===== src/rtl/rst_seq_ctrl.sv =====
// Reset sequencer: releases NUM_DOMAINS active-low resets in order after an initial delay,
// spaced by a step delay. Optional build macro RST_SEQ_ORDERED_ASSERT_EN adds ordered re-assertion.
module rst_seq_ctrl #(
  parameter int NUM_DOMAINS = 4,
  parameter int INIT_DELAY  = 32,
  parameter int STEP_DELAY  = 16,
  localparam int SW = $clog2(NUM_DOMAINS + 1)
) (
  input  logic                   clk_i,
  input  logic                   arst_ni,
  input  logic                   sw_rst_req_i,
  input  logic                   hold_i,
  output logic [NUM_DOMAINS-1:0] rst_no,
  output logic [SW-1:0]          stage_o,
  output logic                   busy_o,
  output logic                   done_o
);

  localparam int MAXD = (INIT_DELAY > STEP_DELAY) ? INIT_DELAY : STEP_DELAY;
  localparam int CW   = $clog2(MAXD + 1);
  localparam logic [CW-1:0] INIT_LAST = CW'(INIT_DELAY - 1);
  localparam logic [CW-1:0] STEP_LAST = CW'(STEP_DELAY - 1);

  typedef enum logic [1:0] {
    ST_INIT   = 2'd0,
    ST_STEP   = 2'd1,
`ifdef RST_SEQ_ORDERED_ASSERT_EN
    ST_DONE   = 2'd2,
    ST_ASSERT = 2'd3
`else
    ST_DONE   = 2'd2
`endif
  } state_e;

  state_e                 state_q, state_d;
  logic [SW-1:0]          stage_q, stage_d;
  logic [CW-1:0]          cnt_q, cnt_d;
  logic [NUM_DOMAINS-1:0] rst_d;
  logic                   busy_d, done_d;

  // Domain k is out of reset exactly when more than k domains have been released.
  function automatic logic [NUM_DOMAINS-1:0] therm(input logic [SW-1:0] s);
    logic [NUM_DOMAINS-1:0] t;
    t = '0;
    for (int k = 0; k < NUM_DOMAINS; k++) begin
      t[k] = (k < int'(s));
    end
    return t;
  endfunction

  // Next-state, stage and shared delay counter.
  always_comb begin
    state_d = state_q;
    stage_d = stage_q;
    cnt_d   = cnt_q;
    case (state_q)
      ST_INIT: begin
        if (!hold_i && (cnt_q == INIT_LAST)) begin
          cnt_d   = '0;
          stage_d = SW'(1);
          if (NUM_DOMAINS == 1) begin
            state_d = ST_DONE;
          end else begin
            state_d = ST_STEP;
          end
        end else if (!hold_i) begin
          cnt_d = cnt_q + CW'(1);
        end else begin
          cnt_d = cnt_q;
        end
      end
      ST_STEP: begin
        if (!hold_i && (cnt_q == STEP_LAST)) begin
          cnt_d   = '0;
          stage_d = stage_q + SW'(1);
          if (stage_q == SW'(NUM_DOMAINS - 1)) begin
            state_d = ST_DONE;
          end else begin
            state_d = ST_STEP;
          end
        end else if (!hold_i) begin
          cnt_d = cnt_q + CW'(1);
        end else begin
          cnt_d = cnt_q;
        end
      end
      ST_DONE: begin
        cnt_d = '0;
        if (sw_rst_req_i) begin
`ifdef RST_SEQ_ORDERED_ASSERT_EN
          stage_d = stage_q - SW'(1);
          if (stage_q == SW'(1)) begin
            state_d = ST_INIT;
          end else begin
            state_d = ST_ASSERT;
          end
`else
          stage_d = '0;
          state_d = ST_INIT;
`endif
        end else begin
          state_d = ST_DONE;
        end
      end
`ifdef RST_SEQ_ORDERED_ASSERT_EN
      ST_ASSERT: begin
        if (!hold_i && (cnt_q == STEP_LAST)) begin
          cnt_d   = '0;
          stage_d = stage_q - SW'(1);
          if (stage_q == SW'(1)) begin
            state_d = ST_INIT;
          end else begin
            state_d = ST_ASSERT;
          end
        end else if (!hold_i) begin
          cnt_d = cnt_q + CW'(1);
        end else begin
          cnt_d = cnt_q;
        end
      end
`endif
      default: begin
        state_d = ST_INIT;
        stage_d = '0;
        cnt_d   = '0;
      end
    endcase
    rst_d  = therm(stage_d);
    busy_d = (state_d != ST_DONE);
    done_d = (state_d == ST_DONE);
  end

  // State and registered outputs; arst_ni asserts every domain at once.
  always_ff @(posedge clk_i or negedge arst_ni) begin
    if (!arst_ni) begin
      state_q <= ST_INIT;
      stage_q <= '0;
      cnt_q   <= '0;
      rst_no  <= '0;
      stage_o <= '0;
      busy_o  <= 1'b1;
      done_o  <= 1'b0;
    end else begin
      state_q <= state_d;
      stage_q <= stage_d;
      cnt_q   <= cnt_d;
      rst_no  <= rst_d;
      stage_o <= stage_d;
      busy_o  <= busy_d;
      done_o  <= done_d;
    end
  end

endmodule

===== config.mk =====
export PLATFORM = sky130hd
export DESIGN_NAME = rst_seq_ctrl
export DESIGN_NICKNAME = d
export VERILOG_FILES = /design/src/rtl/rst_seq_ctrl.sv
export SDC_FILE = /design/constraint.sdc
export NUM_CORES = 1
export LEC_CHECK = 0
export ABC_CLOCK_PERIOD_IN_PS = 3100
export CAP_MARGIN = 20
export CORE_MARGIN = 2
export CORE_UTILIZATION = 25
export CTS_CLUSTER_SIZE = 28
export DETAILED_ROUTE_END_ITERATION = 6
export PLACE_DENSITY_LB_ADDON = 0.15
export SYNTH_ARGS = -nofsm -noshare
export SYNTH_HDL_FRONTEND = slang
export SYNTH_SLANG_ARGS = --single-unit

===== constraint.sdc =====
create_clock -name clk_i -period 3.1 [get_ports clk_i]
set_input_delay 0.31 -clock clk_i [delete_from_list [all_inputs] [get_ports clk_i]]
set_output_delay 0.31 -clock clk_i [all_outputs]
set_load 0.01 [all_outputs]

# Yosys cells after proc, flatten, opt, wreduce, memory -nomap -nowiden
# Cells that the tools add are included.
[totals] input_bits=4 regBits=17 out_inout_bits=9
[op_classes] reduce_logical=4 n_mux=13 order_cmp=4 addsub=2 eq_ne=7
[op_table] op="2-to-1 mux 6 bit" count=3
[op_table] op="one-hot mux 6 bit (2 select lines)" count=1
[op_table] op="2-to-1 mux 3 bit" count=3
[op_table] op="one-hot mux 3 bit (3 select lines)" count=1
[op_table] op="2-to-1 mux 2 bit" count=4
[op_table] op="adder 6 x 1 -> 6 bit (second input constant)" count=1
[op_table] op="== test 6 x 4 -> 1 bit (second input constant)" count=1
[op_table] op="== test 6 x 5 -> 1 bit (second input constant)" count=1
[op_table] op="< comparator 1 x 3 -> 1 bit (first input constant)" count=2
[op_table] op="< comparator 2 x 3 -> 1 bit (first input constant)" count=2
[op_table] op="one-hot mux 2 bit (3 select lines)" count=1
[op_table] op="== test 2 bit (second input constant)" count=2
[op_table] op="adder 3 x 1 -> 3 bit (second input constant)" count=1
[op_table] op="== test 3 x 2 -> 1 bit (second input constant)" count=1
[op_table] op="== test 2 x 1 -> 1 bit (second input constant)" count=1
[op_table] op="logical AND 1 bit" count=2
[op_table] op="zero test 2 bit" count=1
[op_table] op="inequality test 2 bit (second input constant)" count=1
[op_table] op="zero test 1 bit" count=1

# Longest topological paths before layout
[logic_depth] word_depth=5 depth_mapped=6 depth_no_buf=6

# Least setup slack after synthesis
# OpenSTA, ideal clock, no wires.
[synth_path] path_kind="register to register" from="register cnt_q[0]" to="register rst_no[0]" arrival_time_ps=1795 path_slack_ps=1174 setup_ps=131 path_stages_with_launch=7 synth_period_minus_slack_ps=1926 path_cell_list="dfrtp_1 ha_1 nand4b_4 nor3_1 mux2i_1 o21ai_1 or3_1"
[synth_between] elab_chain_cells=5 word_cells_on_any_way=8 classes_between="order compare: 1; eq/ne: 2; mux: 3; reduce/logical: 2"
[synth_lines] item="start, declared" line_no="37" source="logic [CW-1:0] cnt_q, cnt_d;"
[synth_lines] item="start signal, assigned" line_no="146" source="cnt_q <= cnt_d;"
[synth_lines] item="== test 6 x 4 -> 1 bit or == test 6 x 5 -> 1 bit (tied branches)" line_no="73, 58"
[synth_lines] item="logical AND 1 bit (on tied branches)" line_no="73, 58"
[synth_lines] item="2-to-1 mux 3 bit (on tied branches)" line_no="73, 58"
[synth_lines] item="one-hot mux 3 bit (3 select lines) (*)" line_no="56" source="case (state_q)"
[synth_lines] item="named net stage_d[0]" line_no="36" source="logic [SW-1:0] stage_q, stage_d;"
[synth_lines] item="< comparator 1 x 3 -> 1 bit (*)" line_no="46" source="t[k] = (k < int'(s));"
[synth_lines] item="named net rst_d[0]" line_no="38" source="logic [NUM_DOMAINS-1:0] rst_d;"
[synth_lines] item="end signal, assigned" line_no="147" source="rst_no <= rst_d;"
[synth_lines] item="end, declared" line_no="13" source="output logic [NUM_DOMAINS-1:0] rst_no,"
# Mark *: on every way through the listed nets, which the timed path passes. The rest lies on a longest branch.

# Worst setup path after layout
[layout_path] from="input port hold_i" to="register rst_no[0]"
[layout_between] elab_chain_cells=5 word_cells_on_any_way=7 classes_between="order compare: 1; mux: 3; reduce/logical: 3"
[layout_lines] item="start, declared" line_no="12" source="input logic hold_i,"
[layout_lines] item="zero test 1 bit (*)"
[layout_lines] item="logical AND 1 bit (on tied branches)" line_no="73, 58"
[layout_lines] item="2-to-1 mux 3 bit (on tied branches)" line_no="73, 58"
[layout_lines] item="one-hot mux 3 bit (3 select lines) (*)" line_no="56"
[layout_lines] item="named net stage_d[1]" line_no="36"
[layout_lines] item="< comparator 1 x 3 -> 1 bit (*)" line_no="46"
[layout_lines] item="named net rst_d[0]" line_no="38"
# Marked as above.

==> flow_metrics.tcl <==
set metrics [dict create \
    antenna_cells 0 \
    place_area_um2 970.9 \
    vias 578 \
    antenna_found_initial 0 \
    max-slew-margin-rel 0.5255 \
    synth_most_common_cell "dfrtp_1" \
    dr.pass1.iters 4 \
    ys_seq_area_frac 0.5023 \
    yosysTopAreaCellShare 0.4695 \
    cts_setup_buffers 0 \
    drc 0 \
    yosysWarnings 0 \
    dieArea_um2 3666 \
    holdBufCountCts 0 \
    cts_tree "built" \
    post_cts_resized 0 \
    insertion_delay_ns 0.29 \
    final_layout_size_suffix_gt1_frac 0.1222 \
    synth_edf_count 0 \
    wl_per_cell_um 11.47 \
    finalHoldViolations 0 \
    viasPerCell 4.313 \
    clkTransAtPathRegs_ns 0.09 \
    rr_endpoint "rst_no[0]$_DFF_PN0_" \
    synthesis.nets 82 \
    rrSetupSlack_ns 1.07 \
    cp_max_fo 5 \
    ys.flop_type "dfrtp_1" \
    clk_path_buf_depth 2 \
    cp.arrival_ns 2.22 \
    initial_core_util 0.2619 \
    final_cell_area_um2 1007 \
    status "finished, final reports clean" \
    rsz0062_at_grt "no" \
    cp-start-kind "input port" \
    cap_violations 0 \
    crit_type "in -> reg" \
    cp-endpoint "rst_no[0]$_DFF_PN0_" \
    yosysUniqueCellTypes 31 \
    rows 20 \
    drt_iter0_markers 17 \
    crit_start "hold_i" \
    regToRegStartpoint "cnt_q[1]$_DFF_PN0_" \
    io_buffers 12 \
    synth_top_area_cell "dfrtp_1" \
    max_freq_mhz 489.6 \
    cts.sinks 16 \
    grt_usage 0.1023 \
    async_flop_share 1.000 \
    fin_setup_tns_ns 0 \
    fin_nets 98 \
    syn2layout_area_growth_pct 25.98 \
    finalCritPeriodShare 0.6589 \
    netlist_area_um2 799.5 \
    ant_nets 0 \
    r2r.worst_path.cells 6 \
    p_per_area_nw_per_um2 689.6 \
    die_w_um 60.55 \
    ir_drop_mv 0.2945 \
    final-setup-viol-count 0 \
    hold_ws_ns 0.4377 \
    dp_hpwl_um 1134 \
    end_kind "flip-flop" \
    num_io_pins 13 \
    fin_worst_skew_ns 0.003360 \
    gp_congestion 0.7833 \
    grt_pass1_vias 568 \
    grt_pass1_wl_um 2649 \
    p_leak_nw 0.4301 \
    routed_wl_um 1537 \
    final_max_slew_viol_count 0 \
    cts_buffers 3 \
    syn_inst 75 \
    synth_area_per_cell_um2 10.66 \
    coreArea_um2 3053 \
    fin_crit_ns 2.043 \
    tightest_slew_ns 0.7095 \
    root_buffer "clkbuf_4" \
    cts-htree-levels 1 \
    required_ns 3.28 \
    ys_ff_latch 16 \
    grt_overflow_total 0 \
    synth_area_leaders "dfrtp_1 47%, ha_1 4.7%, nor2_1 4.7%, dfstp_2 3.3%, xnor2_1 3.3%" \
    hold_path_class "in -> async" \
    grt_max_degree 17 \
    die_h_um 60.55 \
    ys_top_cells_by_count "15 x dfrtp_1, 10 x nor2_1, 4 x inv_1, 4 x nor2b_1, 4 x o21ai_0" \
]
[metrics by stage]
step	std cells	total power, W	util	setup slack (ns)
detailed placement	130	0.0005671	0.3180	0.7361
CTS	134	0.0007104	0.3299	1.058
floorplan	75	0.0004754	-	1.174
finish	134	0.0006946	0.3299	1.058
global placement	130	0.0005640	0.3180	0.7610
global route	134	0.0007569	0.3299	0.9511
[routing by layer]
layer	GRT usage	up-vias	wire [um]
met3	0.02772	4	61
met1	0.1286	269	722
met2	0.1506	8	704
met4	0.07453	0	49
met5	0	-	0
li1	-	297	-
[cells in the final DEF, fill, tap and decap left out, types with 2 or more instances in the layout]
cell type and n:
dfrtp_1 15, clkdlybuf4s50_1 12, nor2_1 10, inv_1 4, o21ai_0 4, nor2b_1 4
nor3_1 3, nand3_1 3, xnor2_1 3, ha_1 3, clkbuf_4 3, and3_1 2
mux2i_1 2, a21oi_1 2, or3_1 2
[state kept, by name (all words and copies together) (netlist names)]
signal / count
rst_no: 4
cnt_q: 6
stage_q: 2
done_o: 1
state_q: 2
busy_o: 1
[critical path, stage by stage]
cell,delay [ns]
clkdlybuf4s50_1,0.48
nand4b_4,0.24
or3_4,0.36
and3_1,0.17
a311o_1,0.31
or3_1,0.35
[how the worst min path moves through the flow]
| stage | from | endpoint | slack, ns | cells past startpoint |
|---|---|---|---|---|
| 3_5_place_dp | cnt_q[1]$_DFF_PN0_ | cnt_q[1]$_DFF_PN0_ | 0.57 | 2 |
| 3_3_place_gp | cnt_q[1]$_DFF_PN0_ | cnt_q[1]$_DFF_PN0_ | 0.56 | 2 |
| 6_report | arst_ni | rst_no[2]$_DFF_PN0_ | 0.44 | 1 |
| 5_1_grt | arst_ni | rst_no[2]$_DFF_PN0_ | 0.49 | 1 |
| 2_1_floorplan | arst_ni | cnt_q[0]$_DFF_PN0_ | 0.01 | 0 |
| 4_1_cts | arst_ni | rst_no[2]$_DFF_PN0_ | 0.47 | 1 |
[area by class of cell]
| type | instances | area (um^2) |
|---|---|---|
| clock buffers | 4 | 36.28 |
| fillers | 328 | 2046 |
| inverters | 4 | 15.01 |
| multi-input cells | 53 | 371.6 |
| flip-flops and latches | 16 | 401.6 |
| well taps | 44 | 55.05 |
| repair buffers | 13 | 127.6 |
[where the power goes]
| part | leakage, nW | switching (W) | total (W) | internal [W] |
|---|---|---|---|---|
| Combinational | 0.212 | 0.000113 | 0.000233 | 0.000121 |
| Sequential | 0.197 | 0.0000580 | 0.000323 | 0.000265 |
| Clock | 0.0210 | 0.0000662 | 0.000138 | 0.0000716 |
[cell families (layout without fill, tap and decap cells)]
family                   count (synthesis)  after routing  share of synthesized area
AO/OA/AOI/OAI                           13             13                     0.1142
flip-flops                              16             16                     0.5024
AND/OR/NAND/NOR                         31             31                     0.2347
XOR/XNOR                                 4              4                    0.04383
buffers and inverters                    6             21                    0.03286
multiplexers                             2              2                    0.02504
adder cells (fa/ha/maj)                  3              3                    0.04695
No activity file was read; power rests on OpenSTA's default activity.
==> edit 1 (same flow settings) <==
Remove the register `stage_o`: a continuous assignment takes its place, so the output `stage_o` follows one clock earlier.
--- a/src/rtl/rst_seq_ctrl.sv
+++ b/src/rtl/rst_seq_ctrl.sv
@@ -137,7 +137,6 @@
       stage_q <= '0;
       cnt_q   <= '0;
       rst_no  <= '0;
-      stage_o <= '0;
       busy_o  <= 1'b1;
       done_o  <= 1'b0;
     end else begin
@@ -145,10 +144,11 @@
       stage_q <= stage_d;
       cnt_q   <= cnt_d;
       rst_no  <= rst_d;
-      stage_o <= stage_d;
       busy_o  <= busy_d;
       done_o  <= done_d;
     end
   end
 
+  assign stage_o = stage_d;
+
 endmodule
Function: same outputs for any inputs over 10 cycles, from zero or initial values and one cycle with arst_ni low; that may be too few to reach the edited logic, so the function may still have changed.
==> edit 1 against the unedited design <==
Cell area stayed put; critical path depth unchanged; power is 1.4% higher; count of clock-buffer cells in the layout did not move; register-to-register slack got worse by 20 ps; routed wire length is 5.3% higher; area after synthesis up 0.94%; sequential cell count did not move; die area grew 0.88%; setup slack got worse by 650 ps; maximum frequency is 24% lower; first-iteration DRC count increased by 18%; critical path type is now in2out.
==> edit 1: results (changes against the unedited design) <==
Status
  • Outcome: finished clean

Synthesis
  • Synth area leaders: dfrtp_1 (47%), ha_1 (4.7%), nor2_1 (4.7%)
  • Synthesized Nets: 83 (+1.2%)
  • Seq/Total Area, Yosys: 0.498 (-0.00467)
  • Mapped Cells: 76 (+1.3%)

Place
  • Setup slack at placement: 408 ps (-328 ps)
  • Dpl hpwl: 1.17 mm (+3.5%)
  • Routability Congestion: 0.777 (-0.75%)

Setup path
  • Crit path DAT: 2380 ps (+160 ps)
  • RR Startpoint: cnt_q[0]$_DFF_PN0_
  • Max stage delay on crit path: 500 ps (+20 ps)
  • R2R setup slack: 1050 ps (-20 ps)

Detailed routing
  • Via/cell ratio: 4.38 (+1.6%)
  • Initial DRC count: 20 (+3)
  • Vias post-DR: 587 (+1.6%)
  • DR WL/cell: 12.1 um (+5.3%)

Global route
  • GR Layer Usage met2: 0.157 (+0.00606)
  • First-pass GRT wire length: 2.81 mm (+6.0%)
  • Gr usage total: 0.107 (+0.00451)

Power
  • Internal power: 0.000461 W (+0.67%)
  • Lkg Pwr: 0.430 nW (about the same)
  • Comb pwr share: 0.343 (+0.007)
  • Psw: 0.000244 W (+2.9%)
  • Peak VDD IR: 0.283 mV (-3.8%)

STA
  • Ratio of final minimum period to clock period: 0.868 (+0.209)
  • Worst slew pin tran: 718 ps (+8.56 ps)
  • Worst hold slack: 442 ps (+4.33 ps)

Cells and area
  • Final Instance Area: 0.00101 sq mm (unchanged)
-- edit 1: cell count changes after synthesis, sizes merged --
cell  unedited run  this run
buf              2         3
-- edit 1: logic make-up (layout without fill, tap and decap cells) --
group                      count (synthesis)  in the layout  synth area share
adders and majority gates                  3              3            0.0465
muxes                                      2              2            0.0248
AOI/OAI and AO/OA                         13             13             0.113
buffers and inverters                      7             21            0.0418
xor gates and xnor gates                   4              4            0.0434
and+or+nand+nor                           31             31             0.233
DFF                                       16             16             0.498
-- edit 1: cell type report --
| type | instances | area (sq um) |
|---|---|---|
| sequential | 16 | 402 |
| clock buffer | 4 | 36.3 |
| timing repair buffer | 13 | 128 |
| inverter | 4 | 15.0 |
| tap | 44 | 55.1 |
| fill | 329 | 2050 |
| multi-input combinational | 53 | 372 |
-- edit 1: routing by layer --
metal / up-vias / routed length (um)
met5: - / 0
met4: 0 / 40
met3: 4 / 84
met2: 14 / 675
met1: 273 / 818
li1: 296 / -
==> edit 2 (same settings) <==
Without the edit above. The parameter `INIT_DELAY` goes from 32 to 64.
--- a/src/rtl/rst_seq_ctrl.sv
+++ b/src/rtl/rst_seq_ctrl.sv
@@ -2,7 +2,7 @@
 // spaced by a step delay. Optional build macro RST_SEQ_ORDERED_ASSERT_EN adds ordered re-assertion.
 module rst_seq_ctrl #(
   parameter int NUM_DOMAINS = 4,
-  parameter int INIT_DELAY  = 32,
+  parameter int INIT_DELAY  = 64,
   parameter int STEP_DELAY  = 16,
   localparam int SW = $clog2(NUM_DOMAINS + 1)
 ) (
Function: same outputs for any inputs over 10 cycles, from zero or initial values and one cycle with arst_ni low; that may be too few to reach the edited logic, so the function may still have changed.
==> edit 2 against the unedited design <==
Critical path type is now reg2reg; area after synthesis increased by 13%; count of clock-buffer cells in the layout unchanged; sequential cell count increased by 1; setup slack gained 230 ps; cell area increased by 7.9%; routed wire length increased by 22%; die area is 12% higher; power down 1.8%; largest power group unchanged.
==> edit 2: results (changes against the unedited design) <==
Power
  • Peak VDD IR: 0.214 mV (-27%)
  • Lkg Pwr: 0.463 nW (+7.5%)

Global route
  • Gr usage total: 0.0991 (-0.00315)
  • Initial antenna violation count: 0 (unchanged)
  • First-pass GRT wire length: 3.14 mm (+18%)
  • Largest net degree at the start of global routing: 18 (+1)

Place
  • Routability Congestion: 0.819 (+4.6%)
  • # port buffers: 12 (unchanged)
  • Dpl hpwl: 1.36 mm (+20%)

CTS
  • Clock transition at path regs: roughly 100 ps
  • Post-CTS Setup Inserts: 0 (unchanged)
  • Post_cts resized: 0 (unchanged)
  • Root buffer cell: clkbuf_4
  • CTS buffer count: 3 (unchanged)
  • H-tree levels: 1 (unchanged)
  • Clock Path Buffers: 2 (unchanged)
  • Clock Latency Late Sink: 280 ps

Detailed routing
  • TritonRoute pass-1 iters: 4 (unchanged)
  • DR WL/cell: 12.3 um (+7.2%)
  • Initial DRC count: 12 (-5)
  • Vias post-DR: 698 (+21%)

Cells and area
  • Diode count: 0 (unchanged)
  • Share of layout cells above drive strength 1: 0.0660 (-0.0562)
  • Biggest regs: cnt_q: 7 flops, rst_no: 4 flops
  • Nets: 114 (+16%)

Synthesis
  • Seq/Total Area, Yosys: 0.472 (-0.0300)
  • Yosys warns: 0 (unchanged)
  • Synth area leaders: dfrtp_1 (44%), nor2_1 (5.0%), ha_1 (4.2%)
  • Synthesized Nets: 101 (+23%)
  • Async SR Flop Fraction: 1.00 (unchanged)
  • Ys flop type: dfrtp_1
  • Synth top cells by count: dfrtp_1 (16), nor2_1 (12), nand2_1 (9), inv_1 (7)
  • Post-synthesis cell type count: 34 (+9.7%)
  • Post-synth EDFFs: 0 (unchanged)

Setup path
  • R2r worst-path depth: 6 (unchanged)
  • Delay-heaviest family, CP: compound AO/OA/AOI/OAI gates
  • Crit path DAT: 1980 ps (-240 ps)
  • Max stage delay on crit path: 400 ps (-80 ps)
  • Slowest-stage cell, CP: dfrtp_1
  • Crit Path Max Fanout: 8 (+3)

Status
  • Outcome: finished clean

STA
  • Fin Clk Skew: 1.46 ps (-1.90 ps)
  • Worst slew pin tran: 793 ps (+83.1 ps)

Hold path
  • Hold Path Class: in2async
[edit 2: cells by family (layout without fill, tap and decap cells)]
group	after synthesis	count (layout)	share of synthesized area
flip-flops	17	17	0.472
buffers and inverters	11	23	0.0513
AND/OR/NAND/NOR	36	36	0.215
adder cells (fa/ha/maj)	3	3	0.0416
multiplexers	1	1	0.0111
XOR/XNOR	6	6	0.0582
AO/OA/AOI/OAI	20	20	0.151
[edit 2: worst paths after layout]
check / from / slack, ps / end
setup / recovery: cnt_q[0]$_DFF_PN0_ / 1290 / rst_no[2]$_DFF_PN0_
hold / removal: arst_ni / 480 / cnt_q[1]$_DFF_PN0_
setup reg to reg: cnt_q[0]$_DFF_PN0_ / 1290 / rst_no[2]$_DFF_PN0_
hold reg to reg: cnt_q[1]$_DFF_PN0_ / 580 / cnt_q[1]$_DFF_PN0_
max in group asynchronous: arst_ni / 2140 / cnt_q[2]$_DFF_PN0_
min in group clk_i: cnt_q[1]$_DFF_PN0_ / 580 / cnt_q[1]$_DFF_PN0_
[edit 2: layer usage]
layer / global-route usage / part of all wire
met4: 0.0399 / 0.0096
met3: 0.0264 / 0.027
met1: 0.124 / 0.49
met2: 0.161 / 0.47
met5: 0 / 0
[edit 2: final cells by class]
cell class	count	area, sq um
flip-flops and latches	17	427
clock buffers	4	26.3
repair buffers	12	120
multi-input cells	66	430
well taps	46	57.6
fillers	372	2330
inverters	7	26.3
[edit 2: stage by stage]
stage          cell area (sq um)  cells  setup slack [ps]
6_report                    1090    152              1290
5_1_grt                     1090    152              1130
4_1_cts                     1090    152              1290
3_5_place_dp                1060    148              1000
3_3_place_gp                1060    148              1030
2_1_floorplan                903     94              1440
[edit 2: power breakdown]
part	switching (W)	internal, W	leakage [nW]
Sequential	0.0000759	0.000276	0.213
Combinational	0.000107	0.000105	0.234
Clock	0.0000686	0.0000500	0.0150
Total	0.000251	0.000431	0.463
